--- src/rtl/pb_intc.sv ---
// pb_intc: merges eight edge-detected peripheral interrupts into one Picoblaze interrupt with ack/EOI handshake.
// Optional round-robin arbitration is built when PB_INTC_ROUND_ROBIN_EN is defined.
module pb_intc #(
  parameter logic [7:0] INTC_BASE_ADDRESS = 8'h10
) (
  input  logic       clk,
  input  logic       reset,
  input  logic [7:0] port_id,
  input  logic [7:0] data_in,
  input  logic       read_strobe,
  input  logic       write_strobe,
  input  logic [7:0] irq_in,
  input  logic       interrupt_ack,
  output logic [7:0] data_out,
  output logic       interrupt
);

  typedef enum logic [1:0] {S_IDLE, S_ASSERT, S_SERVICE} state_t;

  state_t     state, state_nxt;
  logic [7:0] irq_q, pending, pending_nxt, enable;
  logic       gie;
  logic [2:0] idx, idx_nxt;
  logic       ack_clr;
  logic [7:0] elig, rise, w1c, ack_mask, rd_dat;
  logic [2:0] fix_win, win;
  logic       rr_mode;
  logic       unused;

  // Reads are side-effect free, so the strobe is not needed.
  assign unused = read_strobe;

  logic sel, wr_pend, wr_en, wr_ctl, wr_eoi;
  assign sel     = (port_id[7:2] == INTC_BASE_ADDRESS[7:2]);
  assign wr_pend = write_strobe && sel && (port_id[1:0] == 2'd0);
  assign wr_en   = write_strobe && sel && (port_id[1:0] == 2'd1);
  assign wr_ctl  = write_strobe && sel && (port_id[1:0] == 2'd2);
  assign wr_eoi  = write_strobe && sel && (port_id[1:0] == 2'd3);

  assign rise     = irq_in & ~irq_q;
  assign w1c      = wr_pend ? data_in : 8'h00;
  assign ack_mask = ack_clr ? (8'h01 << idx) : 8'h00;
  // A new edge beats W1C, but an acknowledge beats a new edge.
  assign pending_nxt = ((pending & ~w1c) | rise) & ~ack_mask;
  assign elig = pending & enable & {8{gie}};

  always_comb begin
    fix_win = 3'd0;
    for (int i = 7; i >= 0; i--) begin
      if (elig[i]) fix_win = 3'(i);
    end
  end

`ifdef PB_INTC_ROUND_ROBIN_EN
  logic       rr;
  logic [2:0] last_served, rr_win, cand;
  logic       found;

  always_comb begin
    rr_win = 3'd0;
    found  = 1'b0;
    cand   = 3'd0;
    for (int k = 0; k < 8; k++) begin
      cand = last_served + 3'(k) + 3'd1;
      if (!found && elig[cand]) begin
        rr_win = cand;
        found  = 1'b1;
      end
    end
  end

  always_ff @(posedge clk or negedge reset) begin
    if (!reset) begin
      rr          <= 1'b0;
      last_served <= 3'd7;
    end else begin
      if (wr_ctl) rr <= data_in[1];
      if (state == S_ASSERT && interrupt_ack) last_served <= idx;
    end
  end

  assign rr_mode = rr;
  assign win     = rr ? rr_win : fix_win;
`else
  assign rr_mode = 1'b0;
  assign win     = fix_win;
`endif

  always_comb begin
    state_nxt = state;
    idx_nxt   = idx;
    ack_clr   = 1'b0;
    case (state)
      S_IDLE: begin
        if (|elig) begin
          state_nxt = S_ASSERT;
          idx_nxt   = win;
        end
      end
      S_ASSERT: begin
        if (interrupt_ack) begin
          state_nxt = S_SERVICE;
          ack_clr   = 1'b1;
        end else if (!gie || !enable[idx]) begin
          state_nxt = S_IDLE;
          idx_nxt   = 3'd0;
        end
      end
      S_SERVICE: begin
        if (wr_eoi) begin
          state_nxt = S_IDLE;
          idx_nxt   = 3'd0;
        end
      end
      default: begin
        state_nxt = S_IDLE;
        idx_nxt   = 3'd0;
      end
    endcase
  end

  always_comb begin
    rd_dat = 8'h00;
    if (sel) begin
      case (port_id[1:0])
        2'd0:    rd_dat = pending;
        2'd1:    rd_dat = enable;
        2'd2:    rd_dat = {6'b0, rr_mode, gie};
        default: rd_dat = {(state != S_IDLE), 4'b0, idx};
      endcase
    end
  end

  always_ff @(posedge clk or negedge reset) begin
    if (!reset) begin
      irq_q     <= 8'h00;
      pending   <= 8'h00;
      enable    <= 8'h00;
      gie       <= 1'b0;
      state     <= S_IDLE;
      idx       <= 3'd0;
      interrupt <= 1'b0;
      data_out  <= 8'h00;
    end else begin
      irq_q     <= irq_in;
      pending   <= pending_nxt;
      if (wr_en)  enable <= data_in;
      if (wr_ctl) gie    <= data_in[0];
      state     <= state_nxt;
      idx       <= idx_nxt;
      interrupt <= (state_nxt == S_ASSERT);
      data_out  <= rd_dat;
    end
  end

endmodule

--- config.mk ---
export PLATFORM = sky130hd
export DESIGN_NAME = pb_intc
export DESIGN_NICKNAME = d
export VERILOG_FILES = /design/src/rtl/pb_intc.sv
export SDC_FILE = /design/constraint.sdc
export NUM_CORES = 1
export LEC_CHECK = 0
export ABC_AREA = 1
export CORE_MARGIN = 4
export CORE_UTILIZATION = 25
export CTS_BUF_LIST = sky130_fd_sc_hd__clkbuf_8 sky130_fd_sc_hd__clkbuf_16
export DETAILED_ROUTE_END_ITERATION = 16
export PLACE_DENSITY_LB_ADDON = 0.15
export SYNTH_ARGS = -nofsm -noshare
export SYNTH_HDL_FRONTEND = slang
export SYNTH_SLANG_ARGS = --single-unit
--- constraint.sdc ---
create_clock -name clk -period 2.7 [get_ports clk]
set_input_delay 0.405 -clock clk [delete_from_list [all_inputs] [get_ports clk]]
set_output_delay 0.405 -clock clk [all_outputs]
set_load 0.1 [all_outputs]
; ---- Yosys cells after proc, flatten, opt, wreduce, memory -nomap -nowiden
; Index checks and enable logic that the tools add are counted.
[word_totals]
register_bits = 39
input_bits = 29
out_inout_bits = 9
elab_cells = 69
[op_classes]
n_lt_le_gt_ge = 1
n_eq_ne = 11
shifts = 1
mux = 26
n_bitwise = 9
reduce_logical = 13
[op_table]
columns = operator, n
row1 = $and A8 B8 Y8, 5
row2 = $mux W3, 12
row3 = $mux W8, 3
row4 = $not A8 Y8, 3
row5 = $pmux W8 S3, 1
row6 = $pmux W3 S3, 1
row7 = $mux W2, 4
row8 = $ne A2 B2 Y1 const B, 4
row9 = $or A8 B8 Y8, 1
row10 = $reduce_or A8 Y1, 1
row11 = $shl A1 B3 Y8 const A, 1
row12 = $eq A2 B1 Y1 const B, 3
row13 = $eq A2 B2 Y1 const B, 3
row14 = $eq A6 B3 Y1 const B, 1
row15 = $pmux W2 S3, 1
row16 = $logic_and A1 B1 Y1, 5
row17 = $logic_not A2 Y1, 2
row18 = $lt A3 B4 Y1 const B, 1
row19 = $reduce_and A4 Y1, 1
row20 = $bmux W1 S3, 1
row21 = $mux W1, 3
row22 = $logic_not A1 Y1, 2
row23 = $reduce_bool A2 Y1, 1
row24 = $logic_or A1 B1 Y1, 1

; ---- Logic depth before layout (Yosys ltp)
[depth]
ltp_word = 12
depth_mapped = 10
depth_no_buf = 9

; ---- Worst setup path before layout
; OpenSTA, ideal clock, no wires.
[synth_path]
kind = in2reg
start = input port port_id[5]
end = register enable[5]
setup_time_ns = 0.117
t_arrival_ns = 1.191
required_ns = 2.583
slack_ns = 1.391
cell_stages = 9
path_buffers = 1
cell_sequence = inv_1 -> nand2_1 -> nor2_2 -> nand2_4 -> nor2_8 -> nand2_4 -> buf_6 -> nand2_2 -> o21ai_2
[synth_between]
elab_chain_len = 3
[synth_rtl]
columns = item, line
row1 = "start, declared", 8  ; input logic [7:0] port_id,
row2 = $eq A6 B3 Y1, 34  ; assign sel = (port_id[7:2] == INTC_BASE_ADDRESS[7:2]);
row3 = $logic_and A1 B1 Y1 (2 in series), 36  ; assign wr_en = write_strobe && sel && (port_id[1:0] == 2'd1);
row4 = "end signal, assigned", 147  ; if (wr_en) enable <= data_in;
row5 = "end, declared", 21  ; logic [7:0] irq_q, pending, pending_nxt, enable;
; No other way between the ends.
; A chain may end at the register's enable or synchronous reset.

; ---- Worst setup path after layout
[layout_path]
start = input port port_id[1]
end = register idx[0]
[layout_between]
elab_chain_len = 4
[layout_rtl]
columns = item, line
row1 = $eq A2 B2 Y1, 38  ; assign wr_eoi = write_strobe && sel && (port_id[1:0] == 2'd3);
row2 = $logic_and A1 B1 Y1, 38
row3 = $ne A2 B2 Y1 (no line), n/a
row4 = $reduce_and A4 Y1 (no line), n/a
row5 = "end signal, assigned", 150  ; idx <= idx_nxt;
row6 = "end, declared", 23  ; logic [2:0] idx, idx_nxt;
; No other way between the ends.

==> key figures <==
Outcome
  • Status: finished, final reports clean

STA
  • RSZ-0062 raised after global routing: false
  • Slew headroom: 0.411
  • Setup violators final: 0
  • Final hold slack: roughly 0.23 ns
  • Max Slew Vio Count: 0
  • Final hold violations: 0
  • Min Tclk post-route: between 1.5 and 2 ns
  • F_max: around 620 MHz
  • Skew final: roughly 0.0085 ns
  • Crit share post-route: 0.601
  • Worst Max-Slew Pin Slew: about 0.88 ns
  • Final TNS setup: 0 ns

Clock network
  • Num CTS Buffers: 5
  • Postcts setup bufs: 0
  • CTS root buffer: clkbuf_8
  • CTS tree: built
  • Worst skew pair latency: about 0.29 ns
  • CTS Hold Bufs: 0
  • H-tree depth: 2
  • Clock slew at reported path FFs: roughly 0.08 ns
  • Cts repair resizes: 0
  • Clock tree buffer depth: 2
  • Sink Count: 39

Setup path
  • Crit path launch type: input port
  • Crit path DAT: ~1.8 ns
  • Worst-path cell chain: clkdlybuf4s50_1 -> nand2_2 -> clkinv_2 -> nand4_1 -> a21oi_2 -> nand3_2 -> nand2_1 -> nand2_1
  • Crit path kind: input port to flip-flop
  • CP Capture Type: flip-flop
  • CP max-delay cell: clkdlybuf4s50_1
  • Most frequent CP cell: nand2_1
  • Required @ worst endpoint: between 2 and 3 ns
  • Highest net fanout along the worst path: 5
  • Max incr delay on CP: 0.60 ns

Job
  • # Max-Cap Violations: 0

Power
  • PwrDens: ~550 nW/µm²
  • Lkg Pwr: ~1.2 nW
  • Seq pwr share: 0.480
  • Switching power: approximately 0.36 mW
  • Clock power frac: 0.377
  • Sw frac: 0.268
  • Internal power: roughly 0.99 mW
  • Comb pwr share: 0.143
  • Peak supply drop: 0.000172 V

Detailed routing
  • DR WL/cell: between 10 and 15 µm
  • Post-route DRC: 0
  • Number of DRC markers in iteration 0: 93
  • Router iterations before antenna repair: 4
  • Detailed-route wire length: ~4.9 mm
  • Post-DRT Antenna Nets: 0
  • Vias: about 1.6k
  • Via density per instance: 4.40

Synth
  • Cells after Synth: 228
  • Prevailing post-synth register cell: dfrtp_1
  • Synth top area cells: dfrtp_1 (51%), nand2_1 (12%), inv_1 (5.7%)
  • Syn Std Cell Area: 1900 µm²
  • Post-synth top cells: nand2_1 (63), dfrtp_1 (39), inv_1 (29)
  • Synthesis Warnings: 0
  • Post-Syn Nets: roughly 260
  • Post-synthesis sequential element count: 39
  • Synth top area share: 0.513
  • Cell accounting for the most synthesized area: dfrtp_1
  • Number of synthesized flops with an enable pin: 0
  • Most frequent cell after synthesis: nand2_1
  • Seq/Total Area, Yosys: 0.513
  • Ys async rst share: 1.00
  • Netlist cell types: 27
  • Syn_area_per_cell: between 8 and 9 µm²

Finish
  • Post-Layout Cell Count: approximately 370
  • N_diodes: 0
  • Net count, final: around 300
  • Final Cell Area: approximately 2400 µm²
  • Final core utilization: 0.334
  • Layout area overhead: 28.8%
  • Share of layout cells above drive strength 1: 0.157

Global route
  • Initial antenna violation count: 0
  • First-pass GRT wire length: between 8 and 9 mm
  • Total grt overflow: 0
  • Largest net degree at the start of global routing: 40
  • GRT Total Usage: 0.120
  • Vias in the first global route: roughly 1.7k

Placement
  • # port buffers: 36
  • HPWL after DPL: roughly 3.6 mm
  • Placed Instance Area: ~2300 µm²
  • Placer congestion estimate: 0.779
  • Dpl cells: approximately 360

Floorplanning
  • Row Count: 31
  • Die Area: slightly above 9000 µm²
  • Die extent in y: ~95 µm
  • Core Area: 7330 µm²
  • DIE WIDTH: approximately 95 µm
  • Starting Density: 0.259
  • IO Count: 38

Hold path
  • Type of the worst min-delay path: input port to asynchronous set/reset pin
## critical path, delay by kind of cell
| family | cells | cell delay (ns) |
|---|---|---|
| simple gates | 5 | 0.49 |
| compound gates | 1 | 0.20 |
| buf+inv | 2 | 0.71 |
## cell usage in the layout (no fill, tap or decap), drive strengths merged
master	synthesis	routed
clkinv	1	2
a221oi	3	3
a31oi	1	1
o21ai	20	20
nor2	14	14
nand3	14	14
clkdlybuf4s50	0	26
a31o	1	1
a21oi	14	14
nand4	2	2
nand2	69	69
bufinv	0	1
nor3	13	13
and3	1	1
buf	4	10
dfrtp	39	39
inv	31	31
a41oi	1	1
clkbuf	0	6
## power groups by stage
stage	logic, mW	clock network, mW	registers (mW)
6_report	0.193	0.511	0.651
5_1_grt	0.220	0.558	0.657
4_1_cts	0.197	0.531	0.652
3_5_place_dp	0.196	0	0.664
3_3_place_gp	0.194	0	0.663
2_1_floorplan	0.120	0	0.649
## flip-flops by register name, summed over array words and instances, names as in the netlist
name / count
gie: 1
interrupt: 1
enable: 8
data_out: 8
pending: 8
irq_q: 8
idx: 3
state: 2
## cell families after synthesis
group / count (synthesis) / share of synthesized area
flip-flops: 39 / 0.513
buffers and inverters: 36 / 0.0776
AO/OA/AOI/OAI: 40 / 0.134
AND/OR/NAND/NOR: 113 / 0.276
## worst paths after layout
check,cells after the start,to,slack (ns),from
worst max-delay path,8,idx[0],1.08,port_id[1]
max in group asynchronous,1,irq_q[0],1.92,reset
worst max register to register,9,idx[0],1.24,idx[0]
worst min register to register,3,pending[5],0.49,irq_q[5]
min in group clk,3,pending[5],0.49,irq_q[5]
worst min-delay path,1,data_out[6],0.23,reset
## stage by stage
step | power (mW) | setup slack, ns
detailed placement | 0.859 | 0.751
global route | 1.44 | 0.951
global placement | 0.857 | 0.758
CTS | 1.38 | 1.07
finish | 1.36 | 1.08
floorplan | 0.770 | 1.39
## routing by layer
metal / global-route usage / routed length (µm) / vias to the layer above / share of wire
li1: - / - / 814 / -
met2: 0.194 / 2220 / 50 / 0.46
met1: 0.158 / 2290 / 743 / 0.47
met5: 0 / 0 / - / 0
met3: 0.0300 / 294 / 7 / 0.060
met4: 0.0373 / 64 / 0 / 0.013
## area by class of cell
class,count,area [µm²]
well taps,99,124
clock buffers,6,82.6
repair buffers,36,333
multi-input cells,153,778
flip-flops and latches,39,976
fillers,768,4880
clock inverters,2,35.0
inverters,32,121
No activity file was read; power rests on OpenSTA's default activity.
